--- config.mk ---
export PLATFORM = sky130hd
export DESIGN_NAME = sram_port_arbiter
export DESIGN_NICKNAME = d
export VERILOG_FILES = /design/src/rtl/sram_port_arbiter_pkg.sv /design/src/rtl/sram_port_arbiter_req_capture.sv /design/src/rtl/sram_port_arbiter.sv
export SDC_FILE = /design/constraint.sdc
export NUM_CORES = 1
export LEC_CHECK = 0
export BUFFER_PORTS_ARGS = -buffer_cell sky130_fd_sc_hd__buf_2
export CORE_MARGIN = 2
export CORE_UTILIZATION = 41
export CTS_CLUSTER_DIAMETER = 30
export DETAILED_ROUTE_END_ITERATION = 10
export GPL_TIMING_DRIVEN = 0
export HOLD_SLACK_MARGIN = 0.03
export PLACE_DENSITY = 0.73
export SLEW_MARGIN = 15
export SYNTH_ARGS = -nofsm -noshare
export SYNTH_HDL_FRONTEND = slang
export SYNTH_HIERARCHICAL = 1
export SYNTH_SLANG_ARGS = --single-unit
export TNS_END_PERCENT = 10
--- constraint.sdc ---
create_clock -name clk -period 2.2 [get_ports clk]
set_input_delay 0.11 -clock clk [delete_from_list [all_inputs] [get_ports clk]]
set_output_delay 0.11 -clock clk [all_outputs]
set_load 0.01 [all_outputs]
--- src/rtl/sram_port_arbiter_pkg.sv ---
// Shared definitions for the SRAM port arbiter: FSM state encoding, default
// widths and the width of one captured downstream request.
`ifndef SRAM_PORT_ARBITER_PKG_SV
`define SRAM_PORT_ARBITER_PKG_SV

// One captured downstream request, packed as {wr, wstrb, addr, wdata}.
`define MEM_REQ_WD(aw, dw) (1 + ((dw) / 8) + (aw) + (dw))

package sram_port_arbiter_pkg;

   localparam int ADDR_W_DEF = 32;
   localparam int DATA_W_DEF = 32;

   typedef enum logic [2:0] {
      S_IDLE   = 3'd0,
      S_D_REQ  = 3'd1,
      S_D_WAIT = 3'd2,
      S_I_REQ  = 3'd3,
      S_I_WAIT = 3'd4,
      S_DONE   = 3'd5
   } state_t;

endpackage

`endif

--- src/rtl/sram_port_arbiter_req_capture.sv ---
// Capture register for one requester: holds the request fields and a pending
// flag from the capture cycle until that requester's transaction completes.
module req_capture_reg #(
   parameter int W = 8
) (
   input  logic         clk,
   input  logic         resetn,
   input  logic         capture,
   input  logic         set_pend,
   input  logic         clear,
   input  logic [W-1:0] d,
   output logic [W-1:0] q,
   output logic         pend
);

   // NOTE: sequential state uses non-blocking assignments so every flop
   // samples the pre-edge values, independent of block ordering.
   always_ff @(posedge clk or negedge resetn) begin
      if (!resetn) begin
         q    <= '0;
         pend <= 1'b0;
      end else if (capture) begin
         q    <= d;
         pend <= set_pend;
      end else if (clear) begin
         q    <= '0;
         pend <= 1'b0;
      end
   end

endmodule

--- src/rtl/sram_port_arbiter.sv ---
// Serialises the core's data and instruction SRAM requests onto one
// addr_ok/data_ok port, data first, stalling the core until both complete.
module sram_port_arbiter
   import sram_port_arbiter_pkg::*;
#(
   parameter int ADDR_W = ADDR_W_DEF,
   parameter int DATA_W = DATA_W_DEF
) (
   input  logic                clk,
   input  logic                resetn,
   input  logic                inst_sram_en,
   input  logic [ADDR_W-1:0]   inst_sram_addr,
   output logic [DATA_W-1:0]   inst_sram_rdata,
   input  logic                data_sram_en,
   input  logic [DATA_W/8-1:0] data_sram_wen,
   input  logic [ADDR_W-1:0]   data_sram_addr,
   input  logic [DATA_W-1:0]   data_sram_wdata,
   output logic [DATA_W-1:0]   data_sram_rdata,
   output logic                stallreq,
   output logic                mem_req,
   output logic                mem_wr,
   output logic [DATA_W/8-1:0] mem_wstrb,
   output logic [ADDR_W-1:0]   mem_addr,
   output logic [DATA_W-1:0]   mem_wdata,
   input  logic                mem_addr_ok,
   input  logic                mem_data_ok,
   input  logic [DATA_W-1:0]   mem_rdata
);

   localparam int SW = DATA_W / 8;
   localparam int RW = `MEM_REQ_WD(ADDR_W, DATA_W);

   state_t        state_q, state_d;
   logic [RW-1:0] d_req, i_req, d_q, i_q, bus;
   logic          pend_d, pend_i, any_en, capture, done_d, done_i, stall_c;

   assign any_en  = inst_sram_en | data_sram_en;
   assign capture = (state_q == S_IDLE) & any_en;
   assign d_req   = {|data_sram_wen, data_sram_wen, data_sram_addr, data_sram_wdata};
   assign i_req   = {1'b0, {SW{1'b0}}, inst_sram_addr, {DATA_W{1'b0}}};

   req_capture_reg #(.W(RW)) u_data_cap (
      .clk      (clk),
      .resetn   (resetn),
      .capture  (capture),
      .set_pend (data_sram_en),
      .clear    (done_d),
      .d        (d_req),
      .q        (d_q),
      .pend     (pend_d)
   );

   req_capture_reg #(.W(RW)) u_inst_cap (
      .clk      (clk),
      .resetn   (resetn),
      .capture  (capture),
      .set_pend (inst_sram_en),
      .clear    (done_i),
      .d        (i_req),
      .q        (i_q),
      .pend     (pend_i)
   );

   always_ff @(posedge clk or negedge resetn) begin
      if (!resetn) state_q <= S_IDLE;
      else         state_q <= state_d;
   end

   // NOTE: every output of this block is given a default first, so no path
   // leaves a signal unassigned and no latch is inferred.
   always_comb begin
      state_d = state_q;
      stall_c = 1'b0;
      mem_req = 1'b0;
      done_d  = 1'b0;
      done_i  = 1'b0;
      unique case (state_q)
         S_IDLE: begin
            stall_c = any_en;
            if (any_en) state_d = data_sram_en ? S_D_REQ : S_I_REQ;
         end
         S_D_REQ: begin
            stall_c = 1'b1;
            mem_req = 1'b1;
            if (mem_addr_ok) begin
               if (mem_data_ok) begin
                  done_d  = 1'b1;
                  state_d = pend_i ? S_I_REQ : S_DONE;
               end else begin
                  state_d = S_D_WAIT;
               end
            end
         end
         S_D_WAIT: begin
            stall_c = 1'b1;
            if (mem_data_ok && pend_d) begin
               done_d  = 1'b1;
               state_d = pend_i ? S_I_REQ : S_DONE;
            end
         end
         S_I_REQ: begin
            stall_c = 1'b1;
            mem_req = 1'b1;
            if (mem_addr_ok) begin
               if (mem_data_ok) begin
                  done_i  = 1'b1;
                  state_d = S_DONE;
               end else begin
                  state_d = S_I_WAIT;
               end
            end
         end
         S_I_WAIT: begin
            stall_c = 1'b1;
            if (mem_data_ok && pend_i) begin
               done_i  = 1'b1;
               state_d = S_DONE;
            end
         end
         S_DONE:  state_d = S_IDLE;
         default: state_d = S_IDLE;
      endcase
   end

   // The core may hold en during reset; the stall must still read 0 then.
   assign stallreq = resetn & stall_c;

   assign bus = !mem_req              ? '0  :
                (state_q == S_D_REQ)  ? d_q : i_q;
   assign {mem_wr, mem_wstrb, mem_addr, mem_wdata} = bus;

   // A store completes without touching the load data register.
   always_ff @(posedge clk or negedge resetn) begin
      if (!resetn) begin
         inst_sram_rdata <= '0;
         data_sram_rdata <= '0;
      end else begin
         if (done_d && !d_q[RW-1]) data_sram_rdata <= mem_rdata;
         if (done_i)               inst_sram_rdata <= mem_rdata;
      end
   end

endmodule

==> summary.md <==
| Metric | Value |
|---|---|
| Max-cap viol count | 0 |
| Register Area | 5180 um^2 |
| First-iteration detailed-routing DRC count | 261 |
| Port Buffers | 272 |
| Adder-cell area share of the yosys netlist | 0% |
| Slowest CP cell | clkbuf_1 |
| Fin. Hold Viols | 110 |
| TNS Setup | 0 ns |
| Largest area contributor in the netlist | dfrtp_1 |
| Leading cell type in the layout, fill and taps excluded | buf_2 |
| Yosys top cell area share | 58.55% |
| Combinational family with the most area after synthesis | multiplexers |
| Synth Area per Inst | 13.70 um^2 |
| Fin. max-slew vios | 0 |
| Clock skew | 0.01432 ns |
| Clk Latency, worst-skew pair | 0.51 ns |
| RSZ-0062 raised after global routing | yes |
| Die height | 150.9 um |
| Cell area after synthesis | 8847 um^2 |
| Class of the worst hold path | in -> async |
| Total iterations of the first detailed-routing run | 5 |
| DRC viols | 0 |
| Clk slew on worst S/H paths | 0.05 ns |
| Tcrit/Tclk final | 98.01% |
| Pwr Density | 1547 nW/um^2 |
| Total grt overflow | 0 |
| Final Hold Slack | -0.6121 ns |
| CTS tree | yes |
| Detailed Place HPWL | 16010 um |
| Worst Tran Pin Value | 0.7942 ns |
| Mux contribution to synthesized area | 15.95% |
| Failing checks | hold timing |
| Commonest non-fill, non-tap cells in the layout | 287 x buf_2, 207 x dfrtp_1, 140 x a22o_1 |
| Post-synth top flop | dfrtp_1 |
| CP max FO | 10 |
| Initial antenna violation count | 0 |
| Global Route Usage Sum | 22.49% |
| Worst VDD drop | 0.8626 mV |
| Largest net degree at the start of global routing | 107 |
| IO Pins | 273 |
| CTS buffer count | 41 |
| Number of antenna-violating nets in the routed design | 0 |
| CP arrival | 2.05 ns |
| Ranking of synthesized cells by area | dfrtp_1 59%, a22o_1 14%, mux2_2 8.0% |
| Rel. slew slack | 47.05% |
| Vias in the first global route | 7798 |
| CTS Sinks | 207 |
| Crit-path cells | buf_6 -> clkbuf_1 -> mux2i_1 -> nor2_1 -> buf_2 |
| Simple-Gate Fraction of Synth Area | 5.148% |
| Crit path capture type | output pin |
| Vias/cell | 5.051 |
| Type of the worst setup path | reg -> out |
| Status | finished with violations |
| DR vias | 7274 |
| Final GP Congestion | 0.7925 |
| Max clock buf depth | 3 |
| Die X-Extent | 150.9 um |
| Mapped Cells | 646 |
| First-pass GRT wire length | 40410 um |
| Post-layout minimum cycle time | 2.156 ns |
| Synth Area in Compound Gates | 15.23% |
| Async SR Flop Fraction | 100.0% |
| Ant diodes | 0 |
| Area grow syn2layout | 53.25% |
| # hold bufs at CTS | 136 |
| Leak Pwr | 6.907 nW |
| Wire per inst | 18.01 um |
| Die ar. | 22770 um^2 |
| Fillers | 1543 |
| CTS H-tree depth | 2 |
| Synth unique cells | 38 |
| Sequential cell area fraction in the yosys report | 58.55% |
| Warnings from Yosys | 6 |
| Initial core utilization | 41.95% |
| Placed cells | 1231 |
| Final net count | 1273 |
| Share of cells above drive strength 1 | 39.91% |
| Post-synthesis xor/xnor area fraction | 0% |
| Core area | 21090 um^2 |
| Standard-cell rows | 53 |
| Area of the multi-input gates | 3371 um^2 |
| Post-synth EDFFs | 0 |
| Slowest cell delay on critical path | 0.60 ns |
| Clk root buf | clkbuf_16 |
| WP data required | 2.09 ns |
| Finish-stage setup viols | 0 |
| DP Area | 10750 um^2 |
| CP startpoint kind | flip-flop |
| Yosys reg bits | 207 |
| Non-Filler Instances | 1440 |
| Total wire length | 25930 um |
| Final instance area | 13560 um^2 |
| Max Fclk | 463.8 MHz |
[final timing paths]
kind,start,end,slack (ns),cells past startpoint
min in group clk,inst_sram_addr[4],u_inst_cap/q[36]$_DFFE_PN0P_,0.37,3
min reg2reg,u_data_cap/q[1]$_DFFE_PN0P_,u_data_cap/q[1]$_DFFE_PN0P_,0.49,1
max in group asynchronous,resetn,u_data_cap/q[63]$_DFFE_PN0P_,1.68,3
max,state_q[1]$_DFFE_PN0P_,mem_wdata[5],0.04,5
min,resetn,inst_sram_rdata[9]$_DFFE_PN0P_,-0.61,1
max reg2reg,state_q[0]$_DFFE_PN0P_,data_sram_rdata[9]$_DFFE_PN0P_,0.06,5
[cells by family (layout without fill, tap and decap cells)]
family | after synthesis | after routing
buffers and inverters | 58 | 541
AOI/OAI and AO/OA | 153 | 153
other | 1 | 37
DFF | 207 | 207
and+or+nand+nor | 94 | 94
muxes | 133 | 133
[through the flow]
step | worst slack [ns] | utilization [%] | power [mW] | hold WS, ns
finish | 0.04377 | 64.29 | 20.97 | -0.6121
global route | -0.04287 | 64.29 | 22.18 | -0.6342
CTS | 0.007595 | 64.15 | 20.94 | -0.6307
detailed placement | -0.05558 | 50.99 | 14.43 | -0.1002
global placement | -2.421 | 50.68 | 14.21 | 0.3400
floorplan | 0.2712 | - | 11.76 | -0.1856
[synth_stat cells (2+ instances only)]
cell,count
or4_1,2
nand2b_1,4
buf_2,23
nand2_1,4
clkbuf_1,12
a22o_1,140
buf_6,6
a21boi_0,2
inv_1,3
nor3_1,2
dfrtp_1,207
mux2i_1,69
mux2_2,63
nand3b_1,2
nor2_1,70
buf_8,14
nor2_8,2
[state kept, by name (all words and copies together), names as in the netlist]
| signal | flops |
|---|---|
| data_sram_rdata | 32 |
| u_data_cap/q | 69 |
| inst_sram_rdata | 32 |
| state_q | 3 |
| u_inst_cap/pend | 1 |
| u_data_cap/pend | 1 |
| u_inst_cap/q | 69 |
[critical path, delay by kind of cell, from the launching register on]
kind | cells | cell delay (ns)
buffers and inverters | 3 | 0.88
muxes | 1 | 0.26
and+or+nand+nor | 1 | 0.07
DFF | 1 | 0.33
[per-layer routing]
| layer | GRT usage (%) | part of all wire [%] | up-vias | wire [um] |
|---|---|---|---|---|
| met4 | 5.748 | 1.6 | 0 | 417 |
| li1 | - | - | 3351 | - |
| met3 | 5.753 | 7.2 | 38 | 1873 |
| met1 | 27.59 | 41 | 3577 | 10700 |
| met5 | 0 | 0 | - | 0 |
| met2 | 39.61 | 50 | 308 | 12940 |
[final cells by class]
class                   instances  share of cell area (%)
flip-flops and latches        207                   38.21
multi-input cells             417                   24.86
repair buffers                411                   20.62
clock buffers                  49                   8.158
plain buffers                  54                   3.451
well taps                     275                   2.538
clock inverters                24                   2.086
inverters                       3                 0.08306
[report_power, final]
group | total [mW] | internal [mW] | leakage (nW) | switching, mW
registers | 6.68 | 5.63 | 2.58 | 1.05
logic | 8.15 | 4.05 | 3.65 | 4.10
clock network | 6.14 | 4.09 | 0.676 | 2.05
total | 21.0 | 13.8 | 6.91 | 7.21
[timing repair]
item,in CTS,in global routing
endpoints found under the hold margin,279,110
resized for setup,8,15
buffers inserted,1,0
setup endpoints to repair,146,135
(Power assumes the default switching activity.)
